--- src/rtl/bus_arb_pkg.sv ---
// bus_arb_pkg: shared types for the two-port bus merge.
// FSM state, port index and port constants.
package bus_arb_pkg;

  typedef enum logic [1:0] {
    IDLE,
    ISSUE,
    WAIT
  } state_t;

  typedef logic port_t;

  localparam port_t PORT_IF  = 1'b0;
  localparam port_t PORT_LSU = 1'b1;

endpackage

--- src/rtl/bus_arb_rr_arb2.sv ---
// rr_arb2: two-way round-robin grant, combinational.
// Lone requester wins; on a tie prio picks the winner.
module rr_arb2
  import bus_arb_pkg::*;
(
  input  logic [1:0] req,
  input  logic       prio,
  input  logic       en,
  output logic [1:0] gnt
);

  // one-hot grant, all zero when disabled
  always_comb begin
    gnt = 2'b00;
    if (en) begin
      unique case (req)
        2'b01:   gnt = 2'b01;
        2'b10:   gnt = 2'b10;
        2'b11:   gnt = (prio == PORT_LSU) ? 2'b10 : 2'b01;
        default: gnt = 2'b00;
      endcase
    end
  end

endmodule

--- src/rtl/bus_arb2.sv ---
// bus_arb2: merges fetch and load/store requests onto one bus.
// One transaction in flight; response returns to its issuer.
module bus_arb2
  import bus_arb_pkg::*;
#(
  parameter int AW = 32,
  parameter int DW = 32
) (
  input  logic          clk,
  input  logic          rst_n,
  input  logic          m0_valid,
  output logic          m0_ready,
  input  logic [AW-1:0] m0_addr,
  input  logic          m0_we,
  input  logic [DW-1:0] m0_wdata,
  output logic          m0_rvalid,
  output logic [DW-1:0] m0_rdata,
  input  logic          m1_valid,
  output logic          m1_ready,
  input  logic [AW-1:0] m1_addr,
  input  logic          m1_we,
  input  logic [DW-1:0] m1_wdata,
  output logic          m1_rvalid,
  output logic [DW-1:0] m1_rdata,
  output logic          s_valid,
  input  logic          s_ready,
  output logic [AW-1:0] s_addr,
  output logic          s_we,
  output logic [DW-1:0] s_wdata,
  input  logic          s_rvalid,
  input  logic [DW-1:0] s_rdata
);

  state_t     state;
  state_t     state_nxt;
  port_t      prio;
  port_t      owner;
  logic [1:0] req;
  logic [1:0] gnt;
  logic       idle;
  logic       hs;
  logic       resp;

  assign req  = {m1_valid, m0_valid};
  assign idle = (state == IDLE);

  rr_arb2 u_arb (
    .req  (req),
    .prio (prio),
    .en   (idle),
    .gnt  (gnt)
  );

  // a grant only exists in IDLE for a valid port,
  // so any grant bit is a handshake
  assign m0_ready = gnt[0];
  assign m1_ready = gnt[1];
  assign hs       = |gnt;

  // s_valid follows state so reset drops it at once
  assign s_valid = (state == ISSUE);

  // s_rvalid outside WAIT is ignored
  assign resp = (state == WAIT) && s_rvalid;

  // state register
  always_ff @(posedge clk or negedge rst_n) begin
    if (!rst_n) state <= IDLE;
    else        state <= state_nxt;
  end

  // next-state logic
  always_comb begin
    state_nxt = state;
    unique case (state)
      IDLE:    if (hs)       state_nxt = ISSUE;
      ISSUE:   if (s_ready)  state_nxt = WAIT;
      WAIT:    if (s_rvalid) state_nxt = IDLE;
      default:               state_nxt = IDLE;
    endcase
  end

  // capture the winning request and remember its owner
  always_ff @(posedge clk or negedge rst_n) begin
    if (!rst_n) begin
      s_addr  <= '0;
      s_we    <= 1'b0;
      s_wdata <= '0;
      owner   <= PORT_IF;
    end else if (hs) begin
      s_addr  <= gnt[1] ? m1_addr  : m0_addr;
      s_we    <= gnt[1] ? m1_we    : m0_we;
      s_wdata <= gnt[1] ? m1_wdata : m0_wdata;
      owner   <= gnt[1] ? PORT_LSU : PORT_IF;
    end
  end

  // serve the other port first next time
  always_ff @(posedge clk or negedge rst_n) begin
    if (!rst_n)    prio <= PORT_IF;
    else if (resp) prio <= ~owner;
  end

  // route the response to its owner as a one-cycle pulse
  always_ff @(posedge clk or negedge rst_n) begin
    if (!rst_n) begin
      m0_rvalid <= 1'b0;
      m1_rvalid <= 1'b0;
      m0_rdata  <= '0;
      m1_rdata  <= '0;
    end else begin
      m0_rvalid <= resp && (owner == PORT_IF);
      m1_rvalid <= resp && (owner == PORT_LSU);
      if (resp && owner == PORT_IF)  m0_rdata <= s_rdata;
      if (resp && owner == PORT_LSU) m1_rdata <= s_rdata;
    end
  end

endmodule

--- config.mk ---
export PLATFORM = sky130hd
export DESIGN_NAME = bus_arb2
export DESIGN_NICKNAME = d
export VERILOG_FILES = /design/src/rtl/bus_arb_pkg.sv /design/src/rtl/bus_arb_rr_arb2.sv /design/src/rtl/bus_arb2.sv
export SDC_FILE = /design/constraint.sdc
export NUM_CORES = 1
export LEC_CHECK = 0
export BUFFER_PORTS_ARGS = -buffer_cell sky130_fd_sc_hd__buf_2
export CAP_MARGIN = 5
export CORE_MARGIN = 3
export CORE_UTILIZATION = 45
export CTS_CLUSTER_DIAMETER = 80
export CTS_CLUSTER_SIZE = 25
export DETAILED_ROUTE_END_ITERATION = 7
export GPL_ROUTABILITY_DRIVEN = 0
export PLACE_DENSITY_LB_ADDON = 0.1
export SLEW_MARGIN = 15
export SYNTH_ARGS = -nofsm -noshare
export SYNTH_HDL_FRONTEND = slang
export SYNTH_HIERARCHICAL = 1
export SYNTH_SLANG_ARGS = --single-unit
--- constraint.sdc ---
create_clock -name clk -period 1.8 [get_ports clk]
set_input_delay 0.27 -clock clk [delete_from_list [all_inputs] [get_ports clk]]
set_output_delay 0.27 -clock clk [all_outputs]
set_load 0.02 [all_outputs]
Word level (Yosys, flattened, before mapping) --
Cells that the tools add are included.
Operators by class: muxes and demuxes 11, shift-type cells 0, reduce and logical (&&, ||, !) cells 6, bitwise gates (word level) 1, add/subtract/negate cells 0, equal/unequal tests 8, $mul 0, order comparisons 0, divide/modulo/power cells 0
Operator list (number):
- $mux 32 | 2
- $pmux 2 s3 | 2
- $mux 2 | 5
- $eq 2x2->1 const B | 3
- $eq 2x1->1 const B | 2
- $ne 2x1->1 const B | 2
- $logic_and 1x1->1 | 3
- $reduce_and 3->1 | 1
- $logic_not 2->1 | 1
- $mux 1 | 2
- $ne 2x2->1 const B | 1
- $reduce_or 2->1 | 1
- $not 1->1 | 1
Word-level totals: memory bits (read-only) 0, logic and storage cells 36, output and inout bits 134, bits in writable memories 0, memories kept 0, flip-flop bits (word level) 135, bits in latches 0, input port bits 168

Longest topological paths before layout --
depth after elaboration 6, gate-level depth with buffers 8, depth with buffers taken out 5

By module --
The synthesis kept the hierarchy.
Modules (own cells, without submodules):
- bus_arb2 | cells an instance 436, area an instance 5681.7 um2, seq. area each 3378.2 um2, times used 1
- rr_arb2 | cells an instance 5, area an instance 21.3 um2, seq. area each 0.0 um2, times used 1

Worst setup path after synthesis --
Ideal clock, no wire load.
path type reg2reg, start register state[0], end register s_addr[10], data arrival time 1.811 ns, cell stages (with the launch flop) 9, period minus slack after synthesis 1.944 ns, setup time 0.133 ns, slack -0.144 ns, buffers on the path 3, cell sequence dfrtp_1 -> nor2_1 -> nand2_1 -> a21oi_1 -> clkbuf_1 -> buf_4 -> buf_4 -> mux2i_1 -> o21ai_0
On the way: longest elaborated chain between the ends 3, elaborated cells on any way between the ends 4, classes of those cells mux (2); reduce/logical (2)
Ends and longest elaborated chain:
- start: declaration | RTL line bus_arb2.sv:34 | state_t state;
- start signal: assignment | RTL line bus_arb2.sv:69 | else state <= state_nxt;
- $logic_not 2->1 | RTL line bus_arb2.sv:45 | assign idle = (state == IDLE);
- net idle | RTL line bus_arb2.sv:40 | logic idle;
- $mux 2 | RTL line bus_arb_rr_arb2.sv:15 | if (en) begin
- net m0_ready | RTL line bus_arb2.sv:12 | output logic m0_ready,
- $reduce_or 2->1 | RTL line bus_arb2.sv:58 | assign hs = |gnt;
- end signal: assignment | RTL line bus_arb2.sv:91 | s_addr <= gnt[1] ? m1_addr : m0_addr;
- end: declaration | RTL line bus_arb2.sv:27 | output logic [AW-1:0] s_addr,
The timed path passes the listed nets, and every way through them passes these cells. A chain may end at the register's enable or synchronous reset.

Worst setup path after layout --
start register state[0], end output m0_ready
On the way: longest elaborated chain between the ends 2
Ends and longest elaborated chain (RTL line):
- $logic_not 2->1 | bus_arb2.sv:45
- net idle | bus_arb2.sv:40
- $mux 2 | bus_arb_rr_arb2.sv:15
- end: declaration | bus_arb2.sv:12
The timed path passes the listed nets, and every way through them passes these cells.

==> flow_summary.toml <==
[status]
status = "finished, final reports clean"

[clock_tree]
clkLatencyLatePin_ns = 0.41
numCtsBuffers = 17
cts_tree = "done"
cts_sinks = 135
clkTransAtPathRegs_ns = 0.06
cts_root_buf = "clkbuf_16"
htreeDepth = 4
clk_path_buf_depth = 2

[setup_path]
reg2reg_depth = 4
required_ns = 1.53
cp_max_fo = 2
setup.worst_path.class = "reg2out"
rrSetupSlack_ns = 0.10
critPathCaptureType = "output port"
cp_slowest_stage_delay_ns = 0.43
cp.arrival_ns = 1.47
rr_startpoint = "state[0]$_DFFE_PN0P_"
critPathSlowestCell = "dfrtp_2"
start_kind = "register"
crit_chain = "nor2_4, nand2_1, a21oi_4, buf_12, buf_4"
timing.rr.end = "m0_rdata[2]$_DFFE_PN0P_"

[cells_and_area]
multiInputGateArea_mm2 = 0.00218
layout-drive-gt1-share = 0.553
area_growth_pct = 45.5
fill_cells = 994
nets = 920
regArea_mm2 = 0.00338

[sta]
relSlewSlack = 0.718
holdWs_ns = 0.0508
fin_worst_skew_ns = 0.00681
setup-violations-final = 0
max_freq_mhz = 574
min_period_over_period = 0.968
hold_viol_final = 0
min_period_ns = 1.74
worst_slew_pin_slew_ns = 0.423
slew_viol_final = 0

[die]
die_w_um = 119
dieHeight_um = 119
initial_core_util = 0.467
rows = 40
top_level_ports = 302
dieArea_mm2 = 0.0141
core_mm2 = 0.0122

[synthesis]
syn-cell-area_mm2 = 0.00570
synth_cells = 441
synth_top_cell_area_share = 0.592
syn_nets = 609
synth.yosys.seq_area_share = 0.592
synth_largest_area_cell = "dfrtp_1"
synth_cell_types = 22
avgSynthCellArea_um2 = 12.9
ys_ff_latch = 135
synthTopCellsByArea = "dfrtp_1, mux2i_1, mux2_4"
synth_warnings = 6

[global_route]
grt-ovfl-total = 0
grt_pass1_wl_um = 25100
antenna_found_initial = 2
grt_max_degree = 91
grt_pass1_vias = 4757
track_usage = 0.230

[power_and_ir_drop]
p_per_area_mw_per_mm2 = 1990
peakVddDrop_mv = 1.11
leakage_nw = 4.17
finalPower_w = 0.0165

[routing]
drt-vias-per-instance = 4.87
drt_pass1_iterations = 4
drtIter0Drc = 158
routed-via-count = 4548
ant_nets = 0
drc = 0
post_drt_wl_per_cell_um = 17.2
routed_wl_um = 16100

[place]
port_buffers = 301
hpwl_um = 11900

[worst_hold_path]
min_to = "state[0]$_DFFE_PN0P_"
hp-class = "in2reg"
worstHoldStart = "s_ready"
worstHoldPathCells = 2

[flow_run]
drv_cap = 0
## final cells by class
class | count | share of cell area
antenna | 1 | 0.000302
clock buffer | 21 | 0.0579
clock inverter | 11 | 0.0290
inverter | 3 | 0.00136
multi-input combinational | 274 | 0.263
sequential | 135 | 0.407
tap | 168 | 0.0253
timing repair buffer | 321 | 0.216
## kinds of logic (layout without fill, tap and decap cells)
family,after synthesis,in the layout,synth area share
flip-flops,135,135,0.592
buffers and inverters,32,356,0.0305
AO/OA/AOI/OAI,71,71,0.0641
AND/OR/NAND/NOR,74,74,0.0542
multiplexers,129,129,0.259
other,0,1,0
## where the power goes
group	switching (W)	total, W	internal (W)	leakage [nW]
Combinational	0.00400	0.00694	0.00294	2.18
Clock	0.00128	0.00417	0.00289	0.350
Sequential	0.000826	0.00537	0.00455	1.65
## cells in the mapped netlist
library cell,instances
a211oi_1,1
nor2b_1,1
nor2_1,1
mux2i_1,65
buf_1,1
inv_1,3
mux2_4,28
buf_6,4
nor3b_1,1
dfrtp_1,135
nand2_1,67
nor3_1,1
o21ai_0,65
nand4b_2,1
a21oi_1,2
clkbuf_1,13
buf_4,4
and4bb_1,1
buf_2,7
mux2_2,36
nand3b_1,1
a21o_1,3
## cell usage in the layout (no fill, tap or decap), types with 2 or more instances in the layout
cell type  Yosys  layout
bufinv_16      0       7
nand2_1       67      67
buf_2          7     298
mux2_2        36      36
buf_4          4      11
a21oi_4        0       2
mux2_4        28      28
a21o_1         3       3
mux2i_1       65      65
inv_1          3       3
buf_6          4       3
o21ai_0       65      65
dfrtp_1      135     133
clkbuf_16      0      17
buf_12         0       7
clkbuf_8       0       4
dfrtp_2        0       2
## flip-flops by register name, indices dropped and copies added (netlist names)
signal	count
owner	1
m0_rvalid	1
m0_rdata	32
s_addr	32
m1_rvalid	1
s_wdata	32
prio	1
s_we	1
state	2
m1_rdata	32
## per-layer routing
metal,vias to the layer above,GRT usage,share of wire
met2,198,0.395,0.51
met5,-,0,0.00068
li1,2156,-,-
met3,26,0.0756,0.080
met1,2166,0.264,0.39
met4,2,0.0956,0.023
## repair_timing
item | CTS | global route
endpoints found under the setup margin | 2 | 14
buffers inserted | 4 | 1
gates resized for setup | 5 | 3
endpoints found under the hold margin | 135 | 0
hold buffers | 1 | 0
gates cloned | 1 | 0
## worst max path at each step
stage,start,endpoint,slack (ns),cells after the start
floorplan,state[0]$_DFFE_PN0P_,s_addr[17]$_DFFE_PN0P_,0.03,8
global placement,state[0]$_DFFE_PN0P_,s_addr[16]$_DFFE_PN0P_,0.18,6
detailed placement,state[0]$_DFFE_PN0P_,s_addr[14]$_DFFE_PN0P_,0.09,6
CTS,state[1]$_DFFE_PN0P_,m1_ready,0.008,5
global route,state[1]$_DFFE_PN0P_,m1_ready,-0.003,5
finish,state[0]$_DFFE_PN0P_,m0_ready,0.06,5
## stage by stage
| stage | TNS, ns | cells | cell area [um2] | setup slack [ns] | util |
|---|---|---|---|---|---|
| floorplan | 0 | 441 | 5720 | 0.0339 | - |
| finish | 0 | 934 | 8300 | 0.0568 | 0.679 |
| CTS | 0 | 932 | 8270 | 0.00829 | 0.678 |
| global route | -0.00299 | 934 | 8300 | -0.00299 | 0.679 |
| global placement | 0 | 894 | 7470 | 0.181 | 0.612 |
| detailed placement | 0 | 894 | 7470 | 0.0948 | 0.612 |
## worst max-delay path, delay by kind of cell, from the launching register on
kind	cells	cell delay (ns)
compound gates	1	0.16
flops	1	0.43
buf+inv	2	0.26
simple gates	2	0.21
Note: power is estimated with default switching activity, not from simulation.
